`src/rtl/pdm_cic_decim_pkg.sv`:
```
// Shared sonar constants for the PDM-to-PCM decimator, plus the PCM saturation helper.
package pdm_cic_decim_pkg;

    localparam int CIC_ORDER        = 3;
    localparam int PCM_W            = 16;
    localparam int DEC_LOG2_DEFAULT = 5;

    localparam int PCM_MAX = (1 << (PCM_W - 1)) - 1;
    localparam int PCM_MIN = -(1 << (PCM_W - 1));

    typedef logic signed [PCM_W-1:0] pcm_t;

    function automatic pcm_t sat_pcm(input logic signed [31:0] v);
        if (v > PCM_MAX) return pcm_t'(PCM_MAX);
        if (v < PCM_MIN) return pcm_t'(PCM_MIN);
        return pcm_t'(v);
    endfunction

endpackage

```
`src/rtl/pdm_cic_decim_if.sv`:
```
// Control and PCM output bundle of the decimator; master drives the controls, slave is the filter.
interface pdm_cic_decim_if;
    import pdm_cic_decim_pkg::*;

    logic ce_pdm;
    logic pdm_data_i;
    logic mclear;
    logic en_i;
    pcm_t pcm_o;
    logic pcm_valid_o;

    modport master (
        output ce_pdm, pdm_data_i, mclear, en_i,
        input  pcm_o, pcm_valid_o
    );

    modport slave (
        input  ce_pdm, pdm_data_i, mclear, en_i,
        output pcm_o, pcm_valid_o
    );

endinterface

```
`src/rtl/pdm_cic_decim_sync.sv`:
```
// Two-flop synchronizer bringing the asynchronous PDM pad bit into the wb_clk_i domain.
module pdm_sync (
    input  logic wb_clk_i,
    input  logic rst,
    input  logic d_i,
    output logic q_o
);

    logic [1:0] sync_q;
    logic [1:0] sync_d;

    always_comb begin
        sync_d = {sync_q[0], d_i};
    end

    always_ff @(posedge wb_clk_i) begin
        if (rst) sync_q <= '0;
        else     sync_q <= sync_d;
    end

    assign q_o = sync_q[1];

endmodule

```
`src/rtl/pdm_cic_decim.sv`:
```
// Third-order CIC decimator turning a 1-bit PDM stream into 16-bit signed PCM.
// Integrators run at the ce_pdm rate; combs and output scaling run one clock apart after each window.
module pdm_cic_decim
    import pdm_cic_decim_pkg::*;
#(
    parameter int DEC_LOG2 = DEC_LOG2_DEFAULT
) (
    input  logic            wb_clk_i,
    input  logic            rst,
    pdm_cic_decim_if.slave  bus
);

    localparam int W     = 2 + CIC_ORDER * DEC_LOG2;
    localparam int SHIFT = (PCM_W - 1) - CIC_ORDER * DEC_LOG2;
    localparam logic [DEC_LOG2-1:0] PH_LAST = '1;

    typedef logic signed [W-1:0] acc_t;

    logic                pdm_bit;
    logic signed [1:0]   pdm_s2;
    acc_t                pdm_x;
    logic                upd;
    logic                dec_evt;
    acc_t                comb_acc;

    acc_t                integ_q    [CIC_ORDER];
    acc_t                integ_d    [CIC_ORDER];
    acc_t                comb_dly_q [CIC_ORDER];
    acc_t                comb_dly_d [CIC_ORDER];
    logic [DEC_LOG2-1:0] phase_q,    phase_d;
    acc_t                sample_q,   sample_d;
    logic                samp_vld_q, samp_vld_d;
    acc_t                comb3_q,    comb3_d;
    logic                comb_vld_q, comb_vld_d;
    pcm_t                pcm_q,      pcm_d;
    logic                pcm_vld_q,  pcm_vld_d;

    pdm_sync u_sync (
        .wb_clk_i (wb_clk_i),
        .rst      (rst),
        .d_i      (bus.pdm_data_i),
        .q_o      (pdm_bit)
    );

    // 1 -> +1 (2'b01), 0 -> -1 (2'b11), then sign-extended to the accumulator width.
    assign pdm_s2  = {~pdm_bit, 1'b1};
    assign pdm_x   = acc_t'(pdm_s2);
    assign upd     = bus.ce_pdm && bus.en_i;
    assign dec_evt = upd && (phase_q == PH_LAST);

    // NOTE: every variable gets its default before any branch, so no path leaves it unassigned and no latch is inferred.
    always_comb begin
        integ_d    = integ_q;
        comb_dly_d = comb_dly_q;
        phase_d    = phase_q;
        sample_d   = sample_q;
        samp_vld_d = 1'b0;
        comb3_d    = comb3_q;
        comb_vld_d = 1'b0;
        pcm_d      = pcm_q;
        pcm_vld_d  = 1'b0;
        comb_acc   = sample_q;

        if (upd) begin
            integ_d[0] = integ_q[0] + pdm_x;
            for (int k = 1; k < CIC_ORDER; k++) begin
                integ_d[k] = integ_q[k] + integ_d[k-1];
            end
            phase_d = phase_q + 1'b1;
        end

        // The captured sample includes the update made on the event cycle itself.
        if (dec_evt) begin
            sample_d   = integ_d[CIC_ORDER-1];
            samp_vld_d = 1'b1;
        end

        if (samp_vld_q) begin
            for (int k = 0; k < CIC_ORDER; k++) begin
                comb_dly_d[k] = comb_acc;
                comb_acc      = comb_acc - comb_dly_q[k];
            end
            comb3_d    = comb_acc;
            comb_vld_d = 1'b1;
        end

        if (comb_vld_q) begin
            pcm_d     = sat_pcm(32'(comb3_q) <<< SHIFT);
            pcm_vld_d = 1'b1;
        end

        // Clear wins over a simultaneous update and drops any sample in flight.
        if (bus.mclear) begin
            for (int k = 0; k < CIC_ORDER; k++) begin
                integ_d[k]    = '0;
                comb_dly_d[k] = '0;
            end
            phase_d    = '0;
            sample_d   = '0;
            samp_vld_d = 1'b0;
            comb3_d    = '0;
            comb_vld_d = 1'b0;
            pcm_d      = '0;
            pcm_vld_d  = 1'b0;
        end
    end

    // NOTE: sequential state uses non-blocking assignments so all flops sample the same pre-edge values.
    always_ff @(posedge wb_clk_i) begin
        if (rst) begin
            // NOTE: the integrator and comb arrays are only a few registers, so they are reset like any other flop.
            integ_q    <= '{default: '0};
            comb_dly_q <= '{default: '0};
            phase_q    <= '0;
            sample_q   <= '0;
            samp_vld_q <= 1'b0;
            comb3_q    <= '0;
            comb_vld_q <= 1'b0;
            pcm_q      <= '0;
            pcm_vld_q  <= 1'b0;
        end else begin
            integ_q    <= integ_d;
            comb_dly_q <= comb_dly_d;
            phase_q    <= phase_d;
            sample_q   <= sample_d;
            samp_vld_q <= samp_vld_d;
            comb3_q    <= comb3_d;
            comb_vld_q <= comb_vld_d;
            pcm_q      <= pcm_d;
            pcm_vld_q  <= pcm_vld_d;
        end
    end

    assign bus.pcm_o       = pcm_q;
    assign bus.pcm_valid_o = pcm_vld_q;

endmodule

```
`src/flat_wrapper.sv`:
```
// flat-port wrapper written by rule: the top's interface ports become plain ports
module pdm_cic_decim_flat import pdm_cic_decim_pkg::*;
#(
    parameter int DEC_LOG2 = DEC_LOG2_DEFAULT
)
  (wb_clk_i, rst, bus_ce_pdm, bus_pdm_data_i, bus_mclear, bus_en_i, bus_pcm_o, bus_pcm_valid_o);
  pdm_cic_decim_if bus_i ();
  input  logic wb_clk_i;
  input  logic rst;
  input wire logic [$bits(bus_i.ce_pdm)-1:0] bus_ce_pdm;
  input wire logic [$bits(bus_i.pdm_data_i)-1:0] bus_pdm_data_i;
  input wire logic [$bits(bus_i.mclear)-1:0] bus_mclear;
  input wire logic [$bits(bus_i.en_i)-1:0] bus_en_i;
  output wire logic [$bits(bus_i.pcm_o)-1:0] bus_pcm_o;
  output wire logic [$bits(bus_i.pcm_valid_o)-1:0] bus_pcm_valid_o;
  assign bus_i.ce_pdm = bus_ce_pdm;
  assign bus_i.pdm_data_i = bus_pdm_data_i;
  assign bus_i.mclear = bus_mclear;
  assign bus_i.en_i = bus_en_i;
  assign bus_pcm_o = bus_i.pcm_o;
  assign bus_pcm_valid_o = bus_i.pcm_valid_o;
  pdm_cic_decim #(.DEC_LOG2(DEC_LOG2)) u_core (.wb_clk_i(wb_clk_i), .rst(rst), .bus(bus_i));
endmodule
```
`config.mk`:
```
export PLATFORM = sky130hd
export DESIGN_NAME = pdm_cic_decim_flat
export DESIGN_NICKNAME = d
export VERILOG_FILES = /design/src/rtl/pdm_cic_decim_pkg.sv /design/src/rtl/pdm_cic_decim_if.sv /design/src/rtl/pdm_cic_decim_sync.sv /design/src/rtl/pdm_cic_decim.sv /design/src/flat_wrapper.sv
export SDC_FILE = /design/constraint.sdc
export NUM_CORES = 1
export LEC_CHECK = 0
export CAP_MARGIN = 20
export CORE_ASPECT_RATIO = 2
export CORE_MARGIN = 4
export CORE_UTILIZATION = 45
export DETAILED_ROUTE_END_ITERATION = 10
export SKIP_LAST_GASP = 1
export SYNTH_ARGS = -nofsm -noshare
export SYNTH_HDL_FRONTEND = slang
export SYNTH_HIERARCHICAL = 1
export SYNTH_SLANG_ARGS = --single-unit
```
`constraint.sdc`:
```
create_clock -name wb_clk_i -period 6.71 [get_ports wb_clk_i]
set_clock_uncertainty 0.1 [all_clocks]
set_input_delay 1.342 -clock wb_clk_i [delete_from_list [all_inputs] [get_ports wb_clk_i]]
set_output_delay 1.342 -clock wb_clk_i [all_outputs]
set_load 0.005 [all_outputs]
```
## Word-level counts from Yosys, hierarchy flattened

Cells that the tools add are included.

- Order comparisons: 2
- Reductions and logical operators: 3
- Muxes and demuxes: 13
- Multipliers: 0
- Shift-type cells: 0
- Equal/unequal tests: 1
- Add/sub/neg operators: 7
- Div/mod/pow operators: 0
- Bitwise operators: 1

Operators by type and width:

| kind | count |
|---|---|
| $mux W16 | 4 |
| $sub A17 B17 Y17 | 3 |
| $add A17 B17 Y17 | 2 |
| $add A17 B2 Y17 | 1 |
| $gt A17 B16 Y1 const B | 1 |
| $lt A17 B16 Y1 const B | 1 |
| $mux W17 | 1 |
| $mux W1 | 8 |
| $add A5 B1 Y5 const B | 1 |
| $eq A5 B5 Y1 const B | 1 |
| $logic_and A1 B1 Y1 | 2 |
| $reduce_or A2 Y1 | 1 |
| $not A1 Y1 | 1 |

- Register bits: 162
- Latch bits: 0
- Output and inout port bits: 17
- Word-level logic and storage cells: 41
- RAM bits: 0
- ROM bits: 0
- Memories: 0
- Input bits: 6

## Logic depth before layout (Yosys ltp)

- Depth after elaboration: 7
- Gate-level depth with buffers: 25
- Gate-level depth less buffers: 25

## Cells and area by module

Netlist, hierarchy kept.

By module, submodules not included:

| module | area an instance (µm²) | sequential area each (µm²) | instances | cells each |
|---|---|---|---|---|
| pdm_cic_decim | 9974.6 | 3203.1 | 1 | 1226 |
| pdm_sync | 52.6 | 40.0 | 1 | 4 |

## Least setup slack after synthesis

Ideal clock, no wire load.

- Path kind: flip-flop to flip-flop
- Start point: reg u_core.u_sync.sync_q[1]
- End point: reg u_core/integ_q[16] (netlist bit)
- Cell stages (with the launch flop): 25
- Setup time: 70 ps
- Period minus slack after synthesis: 5055 ps
- Buffers on the path: 0
- Data required time: 6540 ps
- Setup slack: 1655 ps
- Arrival: 4884 ps
- Cells stage by stage: dfxtp_1 > inv_1 > ha_1 > a21o_1 > a21oi_1 > o21bai_1 > a21o_1 > xor2_1 > ha_1 > a21o_1 > a211oi_1 > o21bai_1 > a21oi_1 > o21ba_2 > or2_2 > o31ai_1 > nor2_1 > xnor2_1 > ha_1 > a21oi_1 > a31oi_1 > xor2_1 > xnor2_1 > or3_1 > a21oi_1

- Word-level cells in the longest chain between the ends: 5

Ends and longest elaborated chain:

| element | line | source |
|---|---|---|
| start, declared | pdm_cic_decim_sync.sv:9 | `logic [1:0] sync_q;` |
| start signal, assigned | pdm_cic_decim_sync.sv:18 | `else sync_q <= sync_d;` |
| $not A1 Y1 | pdm_cic_decim.sv:46 | `assign pdm_s2 = {~pdm_bit, 1'b1};` |
| $add A17 B2 Y17 | pdm_cic_decim.sv:65 | `integ_d[0] = integ_q[0] + pdm_x;` |
| $add A17 B17 Y17 (2 in series) | pdm_cic_decim.sv:67 | `integ_d[k] = integ_q[k] + integ_d[k-1];` |
| $mux W17 | pdm_cic_decim.sv:64 | `if (upd) begin` |
| end signal, assigned | pdm_cic_decim.sv:122 | `integ_q <= integ_d;` |
| end, declared | pdm_cic_decim.sv:26 | `acc_t integ_q [CIC_ORDER];` |

Every way passes these cells.
A chain may end at the register's enable or synchronous reset.

## Final worst setup path

Same ends and word-level chain as after synthesis.

==> impl_metrics.env <==
export IMPL_clkSlewWorstSetupHoldPaths_ns=0.07
export IMPL_worstPathMaxFanout=8
export IMPL_fin_area_um2=11000
export IMPL_worst_slew_pin_slew_ns=0.906
export IMPL_cts_sinks=162
export IMPL_cts_repair_resized=0
export IMPL_hold_path_class="flip-flop to flip-flop"
export IMPL_max_slew_margin=0.396
export IMPL_nets=1337
export IMPL_dpl_cell_area_um2=10500
export IMPL_async_flop_share=0
export IMPL_rows=77
export IMPL_cts_setup_buffers=0
export IMPL_antenna_cells=0
export IMPL_first_global_vias=8094
export IMPL_switchingPower_uw=759
export IMPL_worstHoldStart="u_core/integ_q[39]"
export IMPL_cts_tree="yes"
export IMPL_synth_ff_type="dfxtp_1"
export IMPL_dieArea_um2=24900
export IMPL_worst_hold_slack_ns=0.359
export IMPL_finalSetupViolCount=0
export IMPL_vdd_drop_max_uv=173
export IMPL_fin_util=0.500
export IMPL_drt_pass1_iterations=4
export IMPL_drive_gt1_frac=0.0412
export IMPL_syn_cell_area_um2=10000
export IMPL_yosysUniqueCellTypes=59
export IMPL_grt_ovfl_total=0
export IMPL_rsz0062_at_grt="false"
export IMPL_power_frac_comb=0.228
export IMPL_routabilityCongestion=0.825
export IMPL_drv_cap=0
export IMPL_coreArea_um2=22100
export IMPL_leakage_uw=0.00420
export IMPL_avgSynthCellArea_um2=8.15
export IMPL_drt_total_wl_um=21000
export IMPL_via_per_inst=5.39
export IMPL_arrival_ns=5.96
export IMPL_die_height_um=219
export IMPL_rrSetupSlack_ns=1.01
export IMPL_fmax_mhz=175
export IMPL_final_antenna_net_count=0
export IMPL_synth_nets=1341
export IMPL_synth_cells=1230
export IMPL_clkLatencyLatePin_ns=0.43
export IMPL_worst_r2r_path_depth=23
export IMPL_ys_seq_area_frac=0.323
export IMPL_cp_start_kind="flip-flop"
export IMPL_power_density_nw_per_um2=228
export IMPL_internal_power_uw=1750
export IMPL_reg2reg_to="u_core/integ_q[16]"
export IMPL_die_x_um=114
export IMPL_synth_top_area_share=0.323
export IMPL_initial_core_util=0.454
export IMPL_dp_cells=1483
export IMPL_drc=0
export IMPL_grt_pass1_wl_um=36100
export IMPL_fin_cells=1515
export IMPL_dp_hpwl_um=15500
export IMPL_min_path_cells=2
export IMPL_power_clock_fraction=0.377
export IMPL_yosys_area_top_type="dfxtp_1"
export IMPL_hold_end="u_core/integ_q[39]"
export IMPL_reg2reg_from="u_core/u_sync/sync_q[1]"
export IMPL_setup_worst_path_end_class="flip-flop"
export IMPL_synth_edff_count=0
export IMPL_setup_tns_ns=0
export IMPL_min_period_ns=5.70
export IMPL_synthTopCellsByCount="dfxtp_1, nand2_1, nor2_1, a21oi_1, ha_1"
export IMPL_numPortBuffers=22
export IMPL_synth_warnings=6
export IMPL_root_buffer="clkbuf_16"
export IMPL_required_ns=6.97
export IMPL_antenna_found_initial=0
export IMPL_finalCritPeriodShare=0.849
export IMPL_num_vias=8162
export IMPL_grtUsageTotal=0.177
export IMPL_sw_frac_of_total=0.302
export IMPL_cts_hold_buf=0
export IMPL_status="finished clean"
export IMPL_grt_max_degree=79
export IMPL_syn_to_final_growth_pct=10.0
export IMPL_cts_buffers=17
export IMPL_cts_max_path_buffers=2
export IMPL_fill_cells=2143
export IMPL_synth_area_leaders="dfxtp_1, ha_1, nand2_1, mux2i_1, xnor2_1"
export IMPL_seqPwrFrac=0.395
export IMPL_io_pins=23
export IMPL_critPathKind="flip-flop to flip-flop"
export IMPL_hold_viol_final=0
export IMPL_synth_seq_cells=162
export IMPL_final_max_slew_viol_count=0
export IMPL_htreeDepth=4
export IMPL_multi_input_comb_area_um2=6320
export IMPL_seqCellArea_um2=3250
export IMPL_wire_per_inst_um=13.9
export IMPL_drt_iter0_markers=338
==> flip-flops by register name, summed over array words and instances, names as in the netlist <==
name and cells:
u_core/phase_q 5, u_core/bus.pcm_valid_o 1, u_core/comb3_q 17, u_core/integ_q 51, u_core/comb_vld_q 1, u_core/sample_q 17
u_core/comb_dly_q 51, u_core/u_sync/sync_q 2, u_core/bus.pcm_o 16, u_core/samp_vld_q 1
==> power by group through the flow <==
stage / sequential (uW) / combinational [uW] / clock, uW
2_1_floorplan: 1010 / 465 / 0
5_1_grt: 993 / 651 / 1020
6_report: 992 / 573 / 948
3_3_place_gp: 1010 / 560 / 0
3_5_place_dp: 1010 / 573 / 0
4_1_cts: 991 / 576 / 984
==> layer usage <==
layer,GRT usage,part of all wire
met1,0.162,0.37
met2,0.357,0.56
met3,0.0328,0.020
met4,0.0927,0.043
met5,0,0
==> kinds of logic (layout without fill, tap and decap cells) <==
family,Yosys count,after routing,share of synthesized area
and+or+nand+nor,387,387,0.169
AOI/OAI and AO/OA,306,306,0.187
DFF,162,162,0.323
buffers and inverters,124,133,0.0464
adders and majority gates,105,105,0.136
xor gates and xnor gates,89,89,0.0819
muxes,57,57,0.0570
==> worst max-delay path: stages, from the launching register on <==
cell and delay (ns):
dfxtp_1 0.37, inv_1 0.22, fa_1 0.51, a21oi_1 0.17, nor2_1 0.07, o31a_1 0.28
o211a_1 0.28, a311o_1 0.36, a21oi_1 0.24, o21bai_1 0.09, a21oi_1 0.27, xnor2_1 0.11
ha_1 0.35, nand2_1 0.09, o31ai_1 0.43, nor2_1 0.11, xnor2_1 0.14, ha_1 0.36
a21oi_1 0.08, a31oi_1 0.19, xor2_1 0.20, xnor2_1 0.12, or3_1 0.32, a21oi_1 0.14
==> area by class of cell <==
cell class                 instances  share of cell area
clock buffer                      19              0.0410
clock inverter                    13              0.0113
inverter                          73              0.0248
multi-input combinational        944               0.573
sequential                       162               0.294
tap                              276              0.0313
timing repair buffer              28              0.0240
==> per-stage QoR <==
stage               total power [uW]  setup WS [ns]
floorplan                       1470           1.66
global placement                1570           1.15
detailed placement              1590           1.05
CTS                             2550           1.02
global route                    2660          0.636
finish                          2510           1.01
==> cells in the final DEF, fill, tap and decap left out, types with 4 or more instances in the layout <==
master	n
inv_1	73
o21a_1	11
clkinvlp_4	4
dfxtp_1	161
nor3_1	18
nand3_1	14
and2_1	4
o31ai_1	5
a31oi_1	27
xnor2_1	63
a211oi_1	19
nand3b_1	5
nand2b_1	13
a21o_1	29
and3_1	6
nor2_1	125
o21bai_1	10
buf_4	6
clkbuf_16	17
inv_6	4
a21oi_1	105
nand2_1	162
nor2b_1	10
nand4_1	7
o21ai_0	65
xor2_1	23
or3_1	7
ha_1	99
mux2i_1	56
o211ai_1	4
fa_1	6
clkdlybuf4s50_1	22
==> worst max path at each step <==
stage | from | endpoint | slack (ns)
5_1_grt | u_core/u_sync/sync_q[1] | u_core/sample_q[15] | 0.64
2_1_floorplan | u_core/u_sync/sync_q[1] | u_core/integ_q[16] | 1.66
3_5_place_dp | u_core/u_sync/sync_q[1] | u_core/integ_q[16] | 1.05
4_1_cts | u_core/u_sync/sync_q[1] | u_core/integ_q[16] | 1.02
6_report | u_core/u_sync/sync_q[1] | u_core/integ_q[16] | 1.01
3_3_place_gp | u_core/u_sync/sync_q[1] | u_core/integ_q[16] | 1.15
No activity file was read; power rests on OpenSTA's default activity.
